**src/rtl/multicycle_control_unit.sv**
```systemverilog
// Multicycle control FSM: sequences fetch/decode/execute/memory/writeback for the shared datapath.
// Optional performance counters are compiled in with `define PERF_COUNTER_EN.
module multicycle_control_unit #(
    parameter int MEM_TIMEOUT = 15
`ifdef PERF_COUNTER_EN
    , parameter int CNT_W = 32
`endif
) (
    input  logic       clk,
    input  logic       reset,
    input  logic       enable,
    input  logic [6:0] opcode,
    input  logic       zero,
    input  logic       mem_ready,
    output logic       pc_write,
    output logic       pc_src,
    output logic       ir_write,
    output logic       reg_write,
    output logic       mem_read,
    output logic       mem_write,
    output logic       mem_to_reg,
    output logic       alu_src,
    output logic [1:0] alu_op,
    output logic       instr_done,
    output logic       halted,
    output logic [1:0] error_code,
    output logic [2:0] state
`ifdef PERF_COUNTER_EN
    , output logic [CNT_W-1:0] cycle_count
    , output logic [CNT_W-1:0] instr_count
`endif
);

    localparam logic [2:0] S_FETCH  = 3'd0;
    localparam logic [2:0] S_DECODE = 3'd1;
    localparam logic [2:0] S_EXEC   = 3'd2;
    localparam logic [2:0] S_MEM    = 3'd3;
    localparam logic [2:0] S_WB     = 3'd4;
    localparam logic [2:0] S_HALT   = 3'd7;

    localparam logic [2:0] C_NONE  = 3'd0;
    localparam logic [2:0] C_RTYPE = 3'd1;
    localparam logic [2:0] C_LOAD  = 3'd2;
    localparam logic [2:0] C_STORE = 3'd3;
    localparam logic [2:0] C_BRAN  = 3'd4;

    localparam logic [6:0] OP_RTYPE = 7'b0110011;
    localparam logic [6:0] OP_LOAD  = 7'b0000011;
    localparam logic [6:0] OP_STORE = 7'b0100011;
    localparam logic [6:0] OP_BRAN  = 7'b1100011;

    localparam logic [7:0] WAIT_LAST = 8'(MEM_TIMEOUT - 1);

    logic [2:0] state_q, state_d;
    logic [2:0] class_q, class_d;
    logic [7:0] wait_q, wait_d;
    logic [1:0] err_q, err_d;

    always_comb begin
        state_d = state_q;
        class_d = class_q;
        wait_d  = wait_q;
        err_d   = err_q;
        if (enable) begin
            case (state_q)
                S_FETCH: state_d = S_DECODE;
                S_DECODE: begin
                    state_d = S_EXEC;
                    case (opcode)
                        OP_RTYPE: class_d = C_RTYPE;
                        OP_LOAD:  class_d = C_LOAD;
                        OP_STORE: class_d = C_STORE;
                        OP_BRAN:  class_d = C_BRAN;
                        default: begin
                            class_d = C_NONE;
                            state_d = S_HALT;
                            err_d   = 2'b01;
                        end
                    endcase
                end
                S_EXEC: begin
                    case (class_q)
                        C_RTYPE:         state_d = S_WB;
                        C_LOAD, C_STORE: state_d = S_MEM;
                        C_BRAN:          state_d = S_FETCH;
                        default: begin
                            state_d = S_HALT;
                            err_d   = 2'b01;
                        end
                    endcase
                end
                S_MEM: begin
                    if (mem_ready) begin
                        wait_d  = 8'd0;
                        state_d = (class_q == C_LOAD) ? S_WB : S_FETCH;
                    end else if (wait_q == WAIT_LAST) begin
                        // The timeout edge itself leaves MEM, so the strobe is gone next cycle.
                        wait_d  = 8'd0;
                        state_d = S_HALT;
                        err_d   = 2'b10;
                    end else begin
                        wait_d = wait_q + 8'd1;
                    end
                end
                S_WB:    state_d = S_FETCH;
                S_HALT:  state_d = S_HALT;
                default: state_d = S_HALT;
            endcase
        end
    end

    always_ff @(posedge clk or negedge reset) begin
        if (!reset) begin
            state_q <= S_FETCH;
            class_q <= C_NONE;
            wait_q  <= 8'd0;
            err_q   <= 2'b00;
        end else begin
            state_q <= state_d;
            class_q <= class_d;
            wait_q  <= wait_d;
            err_q   <= err_d;
        end
    end

    // Outputs come from state and latched class; only the branch decision looks at zero.
    always_comb begin
        pc_write   = 1'b0;
        pc_src     = 1'b0;
        ir_write   = 1'b0;
        reg_write  = 1'b0;
        mem_read   = 1'b0;
        mem_write  = 1'b0;
        mem_to_reg = 1'b0;
        alu_src    = 1'b0;
        alu_op     = 2'b00;
        instr_done = 1'b0;
        halted     = 1'b0;
        error_code = 2'b00;
        state      = 3'd0;
        if (reset) begin
            state      = state_q;
            error_code = err_q;
            halted     = (state_q == S_HALT);
            case (state_q)
                S_FETCH: begin
                    ir_write = enable;
                    pc_write = enable;
                end
                S_EXEC: begin
                    alu_src = (class_q == C_LOAD) || (class_q == C_STORE);
                    if (class_q == C_RTYPE) begin
                        alu_op = 2'b10;
                    end else if (class_q == C_BRAN) begin
                        alu_op     = 2'b01;
                        pc_src     = zero;
                        pc_write   = zero && enable;
                        instr_done = enable;
                    end
                end
                S_MEM: begin
                    mem_read   = (class_q == C_LOAD);
                    mem_write  = (class_q == C_STORE) && enable;
                    instr_done = (class_q == C_STORE) && enable && mem_ready;
                end
                S_WB: begin
                    reg_write  = enable;
                    mem_to_reg = (class_q == C_LOAD);
                    instr_done = enable;
                end
                default: ;
            endcase
        end
    end

`ifdef PERF_COUNTER_EN
    logic [CNT_W-1:0] cycle_count_q, cycle_count_d;
    logic [CNT_W-1:0] instr_count_q, instr_count_d;

    always_comb begin
        cycle_count_d = cycle_count_q;
        instr_count_d = instr_count_q;
        if (enable && (state_q != S_HALT)) begin
            cycle_count_d = cycle_count_q + CNT_W'(1);
        end
        if (instr_done) begin
            instr_count_d = instr_count_q + CNT_W'(1);
        end
    end

    always_ff @(posedge clk or negedge reset) begin
        if (!reset) begin
            cycle_count_q <= '0;
            instr_count_q <= '0;
        end else begin
            cycle_count_q <= cycle_count_d;
            instr_count_q <= instr_count_d;
        end
    end

    assign cycle_count = cycle_count_q;
    assign instr_count = instr_count_q;
`endif

endmodule
```
**config.mk**
```make
export PLATFORM = sky130hd
export DESIGN_NAME = multicycle_control_unit
export DESIGN_NICKNAME = d
export VERILOG_FILES = /design/src/rtl/multicycle_control_unit.sv
export SDC_FILE = /design/constraint.sdc
export NUM_CORES = 1
export LEC_CHECK = 0
export CORE_MARGIN = 2
export CORE_UTILIZATION = 35
export CTS_CLUSTER_DIAMETER = 150
export DETAILED_ROUTE_END_ITERATION = 10
export GPL_TIMING_DRIVEN = 0
export PLACE_DENSITY = 0.57
export REMOVE_ABC_BUFFERS = 1
export SYNTH_ARGS = -nofsm -noshare
export SYNTH_HDL_FRONTEND = slang
export SYNTH_SLANG_ARGS = --single-unit
```
**constraint.sdc**
```tcl
create_clock -name clk -period 2.2 [get_ports clk]
set_clock_uncertainty 0.05 [all_clocks]
set_input_delay 0.44 -clock clk [delete_from_list [all_inputs] [get_ports clk]]
set_output_delay 0.44 -clock clk [all_outputs]
set_load 0.03 [all_outputs]
```
==> impl_metrics.yaml <==
power:
  swShare_pct: 42.3
  power_frac_comb_pct: 51.0
  internal_power_mw: 0.775
  clockPowerShare_pct: 15.1
  p_leak_nw: 0.645
  switching_power_mw: 0.569
  powerDensity_mw_per_mm2: 861
  ir_drop_uv: 297
  seq_power_share_pct: 33.9
setup_path:
  path_cells: "dlygate4sd2_1 -> nand2_1 -> nor3_1 -> dlygate4sd1_1"
  cp_max_fo: 8
  critPathCaptureType: "output port"
  worstPathRequired_ns: 1.71
  start_kind: "input port"
  cpPeakStageDelay_ns: 0.40
  critPathSlowestCell: "dlygate4sd1_1"
  arrival_ns: 1.65
  path_class: "in -> out"
floorplanning:
  initial_core_util_pct: 37.2
  die_h_um: 61.2
  die_area_mm2: 0.00375
  ios: 29
  coreArea_mm2: 0.00308
  die_x_um: 61.2
  placementRows: 20
sta:
  fin_crit_sh_pct: 97.4
  tightest_slew_ns: 0.761
  tns_ns: 0
  timing.fmax_mhz: 467
  finalMaxSlewViolations: 0
  rsz0062_at_grt: "true"
  holdWs_ns: 0.459
  hold_viol_final: 0
  finalCriticalPeriod_ns: 2.14
  setup_viol: 0
  slew_headroom_pct: 49.1
final_layout:
  final_nets: 184
  drive_gt1_share_pct: 24.3
  final_cell_mix: "nand2_1 (13), o21ai_0 (13), clkdlybuf4s50_1 (13), dfrtp_1 (10), buf_4 (9)"
  area_growth_pct: 36.1
  fillers: 312
  design_area_mm2: 0.00156
  antenna_cells: 0
  fin_cells: 213
drt:
  first_pass_iters: 6
  antenna_left: 0
  num_vias: 1141
  wl_met2_um: 1440
  drtIter0Drc: 26
  wire_per_inst_um: 14.1
  drt_wl_total_um: 3010
  drc_errors: 0
  wl_met3_um: 81
  wl_met1_um: 1470
  avgViaCountPerCell: 5.36
  highest_layer: "met4"
yosys:
  ys.flop_type: "dfrtp_1"
  yosys.cell_types.count: 43
  netlist_area_mm2: 0.00115
  synth_edf_count: 0
  synth_seq_cells: 16
  yosysSeqAreaShare_pct: 34.9
  synth-async-reset-ratio_pct: 100
  syn_inst: 137
  syn_area_per_cell_um2: 8.37
  ys_warn_count: 0
clock_tree:
  cts_root_buf: "clkbuf_4"
  path_clk_slew_ns: 0.10
  htree_levels: 1
  cts_buffers: 3
  clk_latency_ns: 0.30
  cts_buffer_depth: 2
  cts_tree: "done"
  cts_sinks: 16
run:
  cap_violations: 0
grt:
  grt_overflow_total: 0
  antenna_found_initial: 0
  grt_max_degree: 17
  grtUsageTotal_pct: 17.3
  grt_first_pass_wirelength_um: 4890
  grt_pass1_vias: 1064
placement:
  gp_congestion: 0.814
  placedCellCount: 202
  placed_area_mm2: 0.00145
  portBuffers: 28
  dp_hpwl_um: 2080
outcome:
  status: "finished clean"
min_path:
  hold_path_class: "reg -> reg"
critical path, delay by kind of cell:
| kind | cells | cell delay, ns |
|---|---|---|
| AND/OR/NAND/NOR | 2 | 0.42 |
| buffers and inverters | 2 | 0.79 |
cells by family (layout without fill, tap and decap cells):
group           Yosys count  count (layout)  share of synthesized area (%)
mux                       3               3                           2.95
xor+xnor                  1               1                          0.764
fa+ha+maj                 2               2                           2.18
buf+inv                  11              43                           4.37
simple gates             66              66                           32.3
flops                    16              16                           34.9
compound gates           38              38                           22.5
what timing repair did:
action	in CTS	in global routing
setup endpoints to repair	17	9
setup buffers	6	0
gates resized for setup	56	20
hold endpoints to repair	16	0
hold buffers	1	0
layout make-up:
type | count | area [um^2] | share of cell area, %
Multi-Input combinational cell | 110 | 742 | 47.6
Clock buffer | 4 | 36.3 | 2.33
Sequential cell | 16 | 408 | 26.1
Timing Repair Buffer | 35 | 304 | 19.5
Inverter | 4 | 15.0 | 0.962
Tap cell | 44 | 55.1 | 3.53
flip-flops by register name, summed over array words and instances (netlist names):
signal and count:
class_q 3, err_q 2, state_q 3, wait_q 8
metrics by stage:
step	setup WS, ns	util (%)	total power, mW
after detailed placement	-1.22	47.0	1.02
after global placement	-1.18	47.0	1.01
final	0.0574	50.7	1.34
after global routing	-0.0507	50.7	1.45
after CTS	0.00139	49.7	1.31
after floorplan	-0.536	-	0.819
Yosys cell counts, drive strengths merged, types with 2 or more instances:
library cell / number / share of area [%]
mux2: 3 / 2.9
and3: 7 / 3.8
a31oi: 2 / 1.1
and2: 7 / 3.8
or3: 2 / 1.1
a21boi: 2 / 1.3
buf: 2 / 1.4
nor4b: 2 / 1.5
a211oi: 2 / 1.3
clkbuf: 5 / 1.6
nor4: 2 / 1.1
inv: 4 / 1.3
nand3: 6 / 2.6
ha: 2 / 2.2
o22ai: 3 / 1.6
nor3b: 2 / 1.3
nor2b: 3 / 1.6
dfrtp: 16 / 35
o21ai: 17 / 7.4
nand2b: 3 / 1.6
o41ai: 2 / 2.2
nand2: 15 / 5.1
nor2: 10 / 3.3
o31ai: 3 / 2.0
final timing paths:
check                           start         end  slack (ns)  cells after the start
max                            enable   mem_write        0.06                      4
min                          err_q[1]    err_q[1]        0.46                      1
max reg2reg                state_q[0]   wait_q[7]        0.33                      5
min reg2reg                  err_q[1]    err_q[1]        0.46                      1
max in group asynchronous       reset  class_q[0]        0.80                      2
min in group asynchronous       reset   wait_q[3]        0.77                      2
power groups by stage:
stage	registers, mW	logic (mW)	clock network, mW
floorplan	0.447	0.373	0
global placement	0.479	0.532	0
detailed placement	0.481	0.541	0
CTS	0.445	0.654	0.210
global route	0.469	0.757	0.225
finish	0.455	0.686	0.203
metal layers:
metal  up-vias  global-route usage, %
met5         -                      0
met4         0                   4.35
met3         2                   3.78
met2        18                   28.6
met1       553                   23.0
li1        568                      -
(Power assumes the default switching activity.)
